**src/rtl/data_mem_access_unit.sv**
```systemverilog
// data_mem_access_unit: memory-stage load/store unit.
// Turns one M-stage access into a single valid/ready bus transaction and
// stalls the pipeline until the response comes back.
// Optional feature macro: LSU_MISALIGN_TRAP_EN (drop misaligned half/word
// accesses and pulse MisalignM instead of accessing the bus).
//
// state | meaning
// IDLE  | waiting for MemReqM; captures the access
// REQ   | bus_req_valid high, waiting for bus_req_ready
// WAIT  | request accepted, waiting for bus_rsp_valid
// DONE  | LoadDoneM pulse, pipeline released for one cycle
module data_mem_access_unit #(
    parameter int ADDR_W = 32
) (
    input  logic              clk,
    input  logic              rst_n,
    input  logic              MemReqM,
    input  logic              MemWriteM,
    input  logic [1:0]        MemSizeM,
    input  logic              LoadUnsignedM,
    input  logic [ADDR_W-1:0] AddrM,
    input  logic [31:0]       WriteDataM,
    output logic              StallM,
    output logic [31:0]       ReadDataM,
    output logic              LoadDoneM,
    output logic              MisalignM,
    output logic              bus_req_valid,
    input  logic              bus_req_ready,
    output logic [ADDR_W-1:0] bus_addr,
    output logic              bus_we,
    output logic [3:0]        bus_be,
    output logic [31:0]       bus_wdata,
    input  logic              bus_rsp_valid,
    input  logic [31:0]       bus_rdata
);

    typedef enum logic [1:0] {IDLE, REQ, WAIT, DONE} state_t;

    state_t      state;
    logic [1:0]  addr_lo;
    logic [1:0]  size_q;
    logic        uns_q;
    logic [3:0]  be_next;
    logic [31:0] wdata_next;
    logic [7:0]  byte_sel;
    logic [15:0] half_sel;
    logic [31:0] load_ext;

    // Byte enables and lane-replicated store data for the incoming access
    always_comb begin
        be_next    = 4'b1111;
        wdata_next = WriteDataM;
        case (MemSizeM)
            2'b00: begin
                be_next    = 4'b0001 << AddrM[1:0];
                wdata_next = {4{WriteDataM[7:0]}};
            end
            2'b01: begin
                be_next    = 4'b0011 << {AddrM[1], 1'b0};
                wdata_next = {2{WriteDataM[15:0]}};
            end
            default: begin
                be_next    = 4'b1111;
                wdata_next = WriteDataM;
            end
        endcase
    end

    // Lane extraction and sign/zero extension of the returned word
    always_comb begin
        byte_sel = bus_rdata[7:0];
        case (addr_lo)
            2'd0:    byte_sel = bus_rdata[7:0];
            2'd1:    byte_sel = bus_rdata[15:8];
            2'd2:    byte_sel = bus_rdata[23:16];
            default: byte_sel = bus_rdata[31:24];
        endcase
        half_sel = addr_lo[1] ? bus_rdata[31:16] : bus_rdata[15:0];
        case (size_q)
            2'b00:   load_ext = {{24{~uns_q & byte_sel[7]}}, byte_sel};
            2'b01:   load_ext = {{16{~uns_q & half_sel[15]}}, half_sel};
            default: load_ext = bus_rdata;
        endcase
    end

`ifdef LSU_MISALIGN_TRAP_EN
    logic misalign;
    logic mis_q;

    // Half needs A[0]=0, word (size 10/11) needs A[1:0]=0
    always_comb begin
        misalign = ((MemSizeM == 2'b01) && AddrM[0]) ||
                   (MemSizeM[1] && (AddrM[1:0] != 2'b00));
    end

    assign MisalignM = mis_q;
`else
    assign MisalignM = 1'b0;
`endif

    // Pipeline is held while an access is pending; DONE releases it
    always_comb begin
        StallM = ((state == IDLE) && MemReqM) || (state == REQ) || (state == WAIT);
    end

    // Access sequencer with registered bus and result outputs
    always_ff @(posedge clk or negedge rst_n) begin
        if (!rst_n) begin
            state         <= IDLE;
            bus_req_valid <= 1'b0;
            bus_we        <= 1'b0;
            bus_be        <= 4'b0000;
            bus_addr      <= '0;
            bus_wdata     <= 32'h0;
            ReadDataM     <= 32'h0;
            LoadDoneM     <= 1'b0;
            addr_lo       <= 2'b00;
            size_q        <= 2'b00;
            uns_q         <= 1'b0;
`ifdef LSU_MISALIGN_TRAP_EN
            mis_q         <= 1'b0;
`endif
        end else begin
            case (state)
                IDLE: begin
                    if (MemReqM) begin
`ifdef LSU_MISALIGN_TRAP_EN
                        if (misalign) begin
                            state     <= DONE;
                            LoadDoneM <= 1'b1;
                            mis_q     <= 1'b1;
                            ReadDataM <= 32'h0;
                        end else
`endif
                        begin
                            state         <= REQ;
                            bus_req_valid <= 1'b1;
                            bus_addr      <= {AddrM[ADDR_W-1:2], 2'b00};
                            bus_we        <= MemWriteM;
                            bus_be        <= be_next;
                            bus_wdata     <= wdata_next;
                            addr_lo       <= AddrM[1:0];
                            size_q        <= MemSizeM;
                            uns_q         <= LoadUnsignedM;
                        end
                    end
                end
                REQ: begin
                    // a response here would be a fabric protocol error; it is ignored
                    if (bus_req_ready) begin
                        bus_req_valid <= 1'b0;
                        state         <= WAIT;
                    end
                end
                WAIT: begin
                    if (bus_rsp_valid) begin
                        if (!bus_we) begin
                            ReadDataM <= load_ext;
                        end
                        LoadDoneM <= 1'b1;
                        state     <= DONE;
                    end
                end
                DONE: begin
                    LoadDoneM <= 1'b0;
`ifdef LSU_MISALIGN_TRAP_EN
                    mis_q     <= 1'b0;
`endif
                    state     <= IDLE;
                end
                default: state <= IDLE;
            endcase
        end
    end

endmodule

```
**config.mk**
```make
export PLATFORM = sky130hd
export DESIGN_NAME = data_mem_access_unit
export DESIGN_NICKNAME = d
export VERILOG_FILES = /design/src/rtl/data_mem_access_unit.sv
export SDC_FILE = /design/constraint.sdc
export NUM_CORES = 1
export LEC_CHECK = 0
export CAP_MARGIN = 25
export CELL_PAD_IN_SITES_DETAIL_PLACEMENT = 1
export CELL_PAD_IN_SITES_GLOBAL_PLACEMENT = 1
export CORE_ASPECT_RATIO = 0.7
export CORE_MARGIN = 2
export CORE_UTILIZATION = 28
export CTS_BUF_LIST = sky130_fd_sc_hd__clkbuf_4 sky130_fd_sc_hd__clkbuf_8
export CTS_CLUSTER_DIAMETER = 200
export CTS_CLUSTER_SIZE = 12
export DETAILED_ROUTE_END_ITERATION = 10
export MAX_ROUTING_LAYER = met4
export PLACE_DENSITY_LB_ADDON = 0.1
export SETUP_SLACK_MARGIN = 0.02
export SLEW_MARGIN = 30
export SYNTH_ARGS = -nofsm -noshare
export SYNTH_HDL_FRONTEND = slang
export SYNTH_SLANG_ARGS = --single-unit
export TNS_END_PERCENT = 20
```
**constraint.sdc**
```tcl
create_clock -name clk -period 1.6 [get_ports clk]
set_input_delay 0.32 -clock clk [delete_from_list [all_inputs] [get_ports clk]]
set_output_delay 0.32 -clock clk [all_outputs]
set_load 0.02 [all_outputs]
```
# Yosys cells after proc, flatten, opt, wreduce, memory -nomap -nowiden
# Index checks and enable logic that the tools add are counted.
dict set report word_totals {
  register_bits 108
  out_inout_bits 105
}
dict set report op_classes {
  eq_ne 10
  shifts 2
  mux 14
  bitwise 4
  n_reduce_logical 14
}
# operator count
set op_table {}
lappend op_table {{$pmux 32 s2} 2}
lappend op_table {{$pmux 8 s3} 1}
lappend op_table {{$mux 16} 1}
lappend op_table {{$reduce_and 3->1} 3}
lappend op_table {{$eq 2x1->1 const B} 4}
lappend op_table {{$logic_not 2->1} 4}
lappend op_table {{$pmux 2 s4} 1}
lappend op_table {{$pmux 4 s2} 1}
lappend op_table {{$eq 2x2->1 const B} 3}
lappend op_table {{$mux 2} 3}
lappend op_table {{$ne 2x2->1 const B} 3}
lappend op_table {{$pmux 1 s2} 2}
lappend op_table {{$reduce_and 2->1} 2}
lappend op_table {{$reduce_bool 2->1} 2}
lappend op_table {{$shl 1x2->4 const A} 1}
lappend op_table {{$shl 2x2->4 const A} 1}
lappend op_table {{$mux 1} 3}
lappend op_table {{$and 1x1->1} 2}
lappend op_table {{$logic_or 1x1->1} 2}
lappend op_table {{$not 1->1} 2}
lappend op_table {{$logic_and 1x1->1} 1}

# Longest topological paths before layout
# Gate-level depths: netlist of the first run.
dict set report logic_depth {
  depth_word 4
  mapped_depth 7
  depth_no_buf 6
}

# Worst setup path after synthesis of the first run
# No wires, ideal clock.
dict set report synth_path {
  path_type {reg-to-output}
  from {reg state[0]}
  to {out StallM}
  arrival_time_ns 1.465
  required_time_ns 1.280
  path_slack_ns -0.185
  path_stages_with_launch 7
  n_path_buf 2
  cell_sequence {dfrtp_1 -> inv_1 -> ha_1 -> nand2_1 -> clkbuf_1 -> clkbuf_1 -> nand2_1}
}
dict set report synth_between {
  elab_chain_len 4
}
# item line
set synth_lines {}
lappend synth_lines {{start: declaration} 39} ;# state_t state;
lappend synth_lines {{start signal: assignment} 109} ;# state <= IDLE;
lappend synth_lines {{start signal: assignment} 136} ;# state <= REQ;
lappend synth_lines {{start signal: assignment} 152} ;# state <= WAIT;
lappend synth_lines {{$logic_not 2->1} 103} ;# StallM = ((state == IDLE) && MemReqM) || (state == REQ) || (state == WAIT);
lappend synth_lines {{$logic_and 1x1->1} 103}
lappend synth_lines {{$logic_or 1x1->1} 103}
lappend synth_lines {{$logic_or 1x1->1 *} 103}
lappend synth_lines {{end: declaration} 23} ;# output logic StallM,
# Every way passes the cells marked *; elsewhere a longest branch is shown, timed or not.

# Final worst setup path of the first run
dict set report layout_path {
  from {reg state[0]}
  to {reg ReadDataM[22]}
}
dict set report layout_between {
  elab_chain_len 2
}
# item line
set layout_lines {}
lappend layout_lines {{$eq 2x2->1} 124} ;# case (state)
lappend layout_lines {{$reduce_and 3->1 (no line)} --}
lappend layout_lines {{end signal: assignment} 158} ;# ReadDataM <= load_ext;
lappend layout_lines {{end: declaration} 24} ;# output logic [31:0] ReadDataM,
# Every way passes these cells.
# A chain may end at the register's enable or synchronous reset.

==> impl_metrics.json, run 1 <==
{
  "outcome": "finished, violations left",
  "violations": "setup timing",
  "p_switching_mw": 6.28,
  "p_int_mw": 8.72,
  "reg2regPathDepth": 8,
  "die_h_um": 116,
  "synthFlopType": "dfrtp_1",
  "p_sw_frac": 0.419,
  "grt_max_degree": 57,
  "critical_path_required_ns": 1.93,
  "cts_tree": "built",
  "std_cell_rows": 41,
  "n_fill_cell": 1944,
  "start_util": 0.283,
  "slew_violations": 0,
  "clkLatencyLatePin_ns": 0.39,
  "post_synth_num_cell_types": 41,
  "dp_hpwl_um": 13200,
  "coreArea_um2": 17900,
  "portBuffers": 206,
  "start_kind": "register",
  "syn_area_um2": 5040,
  "chipWidth_um": 164,
  "clk_pin_slew_ns": 0.11,
  "dr.pass1.iters": 4,
  "combPwrFrac": 0.551,
  "first_iter_violations": 125,
  "layout_setup_ws_ns": -0.145,
  "critical-path-slowest-cell": "dfrtp_2",
  "synth_edf_count": 0,
  "cts-root-buf": "clkbuf_8",
  "n_antenna_cell": 0,
  "synth.ff_latch_count": 108,
  "gp_congestion": 0.829,
  "cp_top_family": "simple AND/OR/NAND/NOR gates",
  "ioPinCount": 210,
  "end_kind": "register",
  "slowest_delay_ns": 0.47,
  "p_clk_frac": 0.130,
  "cap_violations": 0,
  "clock-sinks": 108,
  "hold_class": "input pin to asynchronous set/reset pin",
  "fin_skew_ns": 0.0124,
  "power.total_mw": 15.0,
  "yosysWarningCount": 0,
  "worst_ir_drop_vdd_mv": 0.775,
  "seq_area_frac_synth": 0.536,
  "grt_setup_unrepaired": "true",
  "setup_viol": 59,
  "grt_pass1_wl_um": 26600,
  "finalSetupTns_ns": -4.66,
  "rrSetupSlack_ns": -0.15,
  "total_leakage_power_nw": 4.01,
  "powerDensity_nw_per_um2": 1780,
  "crit_buf_inv": 3,
  "area_growth_pct": 67.2,
  "cts-htree-levels": 3,
  "seqPwrFrac": 0.319,
  "criticalPathCategory": "register to register",
  "die-area_um2": 19100,
  "syn_inst": 470,
  "overflow": 0,
  "drive_gt1_frac": 0.263,
  "layout.nets": 848,
  "reg2reg_from": "state[0]$_DFFE_PN0P_",
  "vias": 4638,
  "syn_area_per_cell_um2": 10.7,
  "grtUsageTotal": 0.187,
  "synth_area_leader_cell": "dfrtp_1",
  "r2r-end": "ReadDataM[22]$_DFFE_PN0P_",
  "netlist.area_leader.share": 0.536,
  "hold_slack_ns": 0.281,
  "critPathLaunch": "state[0]$_DFFE_PN0P_",
  "ant_nets": 0,
  "hold_viol_final": 0,
  "drc_errors": 0,
  "place_ws_ns": -0.418,
  "arrival_ns": 2.07,
  "post-route-min-period_ns": 1.75,
  "grt_pass1_vias": 4818,
  "numCtsBuffers": 9,
  "path_cells": "inv_4 > ha_4 > nand3b_1 > nor3_2 > buf_4 > o31ai_4 > buf_12 > nand3_1",
  "critPathMaxFanout": 16,
  "yosys-top-cells-area": "dfrtp_1 54%, mux2_2 9.6%, mux2i_1 5.4%",
  "cts_buffer_depth": 2,
  "post_drt_via_cell_ratio": 4.73,
  "async_reset_ff_frac": 1.00,
  "antenna_found_initial": 0,
  "wire_per_inst_um": 18.0,
  "fmax_mhz": 573,
  "final.period_utilization": 1.09,
  "drt-total-wl_um": 17600
}
==> power by group through the flow <==
| stage | Sequential [mW] | Combinational (mW) | Clock, mW |
|---|---|---|---|
| after floorplan | 6.23 | 2.68 | 0 |
| after CTS | 4.77 | 7.85 | 2.04 |
| after global routing | 4.98 | 8.93 | 2.15 |
| after global placement | 4.78 | 8.30 | 0 |
| after detailed placement | 4.87 | 8.47 | 0 |
| final | 4.79 | 8.27 | 1.94 |
==> cells in the mapped netlist (6+ instances only) <==
master / number
a21o_1: 12
a21oi_1: 22
a221oi_1: 9
a311oi_1: 6
buf_2: 10
clkbuf_1: 18
dfrtp_1: 108
inv_1: 8
mux2_2: 43
mux2i_1: 27
nand2_1: 63
nand3_1: 34
nor2_1: 19
nor2b_1: 8
o21ai_0: 39
o221ai_1: 6
==> routing by layer <==
metal  global-route usage  up-vias  wire [µm]
met2                0.276      149       7650
li1                     -     2202          -
met4               0.0412        0        171
met1                0.252     2272       8360
met5                    -        -          0
met3               0.0597       15       1450
==> per-stage QoR <==
stage | utilization | instances | area (µm²)
after global placement | 0.444 | 954 | 7920
after CTS | 0.457 | 973 | 8170
final | 0.473 | 980 | 8440
after floorplan | - | 472 | 5070
after global routing | 0.473 | 980 | 8440
after detailed placement | 0.444 | 954 | 7920
==> registers in the layout, summed over array words and instances, names as in the netlist <==
register,cells
bus_we,1
LoadDoneM,1
ReadDataM,32
bus_addr,30
state,2
bus_be,4
bus_req_valid,1
size_q,2
bus_wdata,32
uns_q,1
addr_lo,2
==> area by class of cell <==
class | instances | area, µm² | area share
Timing Repair Buffer | 291 | 2730 | 0.323
Sequential cell | 108 | 2710 | 0.321
Multi-Input combinational cell | 321 | 2440 | 0.289
Tap cell | 236 | 295 | 0.0350
Clock buffer | 9 | 124 | 0.0147
Clock inverter | 7 | 105 | 0.0125
Inverter | 8 | 36.3 | 0.00430
==> worst register-to-register path, delay by kind of cell, from the launching register on <==
family	cells	cell delay (ns)
flops	1	0.47
simple gates	3	0.58
fa+ha+maj	1	0.15
compound gates	1	0.07
buf+inv	3	0.40
==> layout by cell type (no fill, tap or decap), drive strengths merged, types with 2 or more instances in the layout <==
cell type      Yosys  routed
a21o              12      12
a21oi             22      22
a221oi             9       9
a22o               3       3
a311oi             6       6
buf               17      85
bufinv             0       2
clkbuf            18      11
clkdlybuf4s50      0     103
clkinvlp           0       2
conb               1       3
dfrtp            108     108
dlygate4sd2        0     100
ha                 4       4
inv                8      10
mux2              44      44
mux2i             27      27
nand2             63      63
nand2b             3       3
nand3             34      34
nor2              20      20
nor2b              8       8
o21ai             39      39
o221ai             6       6
o32a               2       2
or2                2       2
==> logic make-up (layout without fill, tap and decap cells) <==
group                    after synthesis  count (layout)  synth area share
other                                  1               3          0.000743
flip-flops                           108             108             0.536
AND/OR/NAND/NOR                      138             138             0.127
AO/OA/AOI/OAI                        105             105             0.135
buffers and inverters                 43             315            0.0389
multiplexers                          71              71             0.153
adder cells (fa/ha/maj)                4               4           0.00992
==> worst max-delay path by stage <==
stage	endpoint	slack, ns	depth (start not counted)
final	ReadDataM[22]$_DFFE_PN0P_	-0.15	8
after global placement	ReadDataM[22]$_DFFE_PN0P_	-0.36	6
after detailed placement	ReadDataM[26]$_DFFE_PN0P_	-0.42	6
after global routing	ReadDataM[7]$_DFFE_PN0P_	-0.22	6
after CTS	StallM	-0.16	5
after floorplan	StallM	0.004	6
==> what timing repair did <==
action                                  in CTS  in global routing
hold buffers                                 1                  0
pin swaps                                    1                 12
endpoints found under the setup margin     172                 89
hold endpoints to repair                    59                  0
cloned                                       0                  1
gates resized for setup                    133                 53
setup buffers                                2                  6
Power figures use the tool's default switching activity.
==> run 2, diff against run 1 <==
--- a/config.mk
+++ b/config.mk
@@ -18,7 +18,6 @@
 export MAX_ROUTING_LAYER = met4
 export PLACE_DENSITY_LB_ADDON = 0.1
 export SETUP_SLACK_MARGIN = 0.02
-export SLEW_MARGIN = 30
 export SYNTH_ARGS = -nofsm -noshare
 export SYNTH_HDL_FRONTEND = slang
 export SYNTH_SLANG_ARGS = --single-unit
==> results of run 2 <==
Final layout, timing and power as in run 1 (identical DEF).
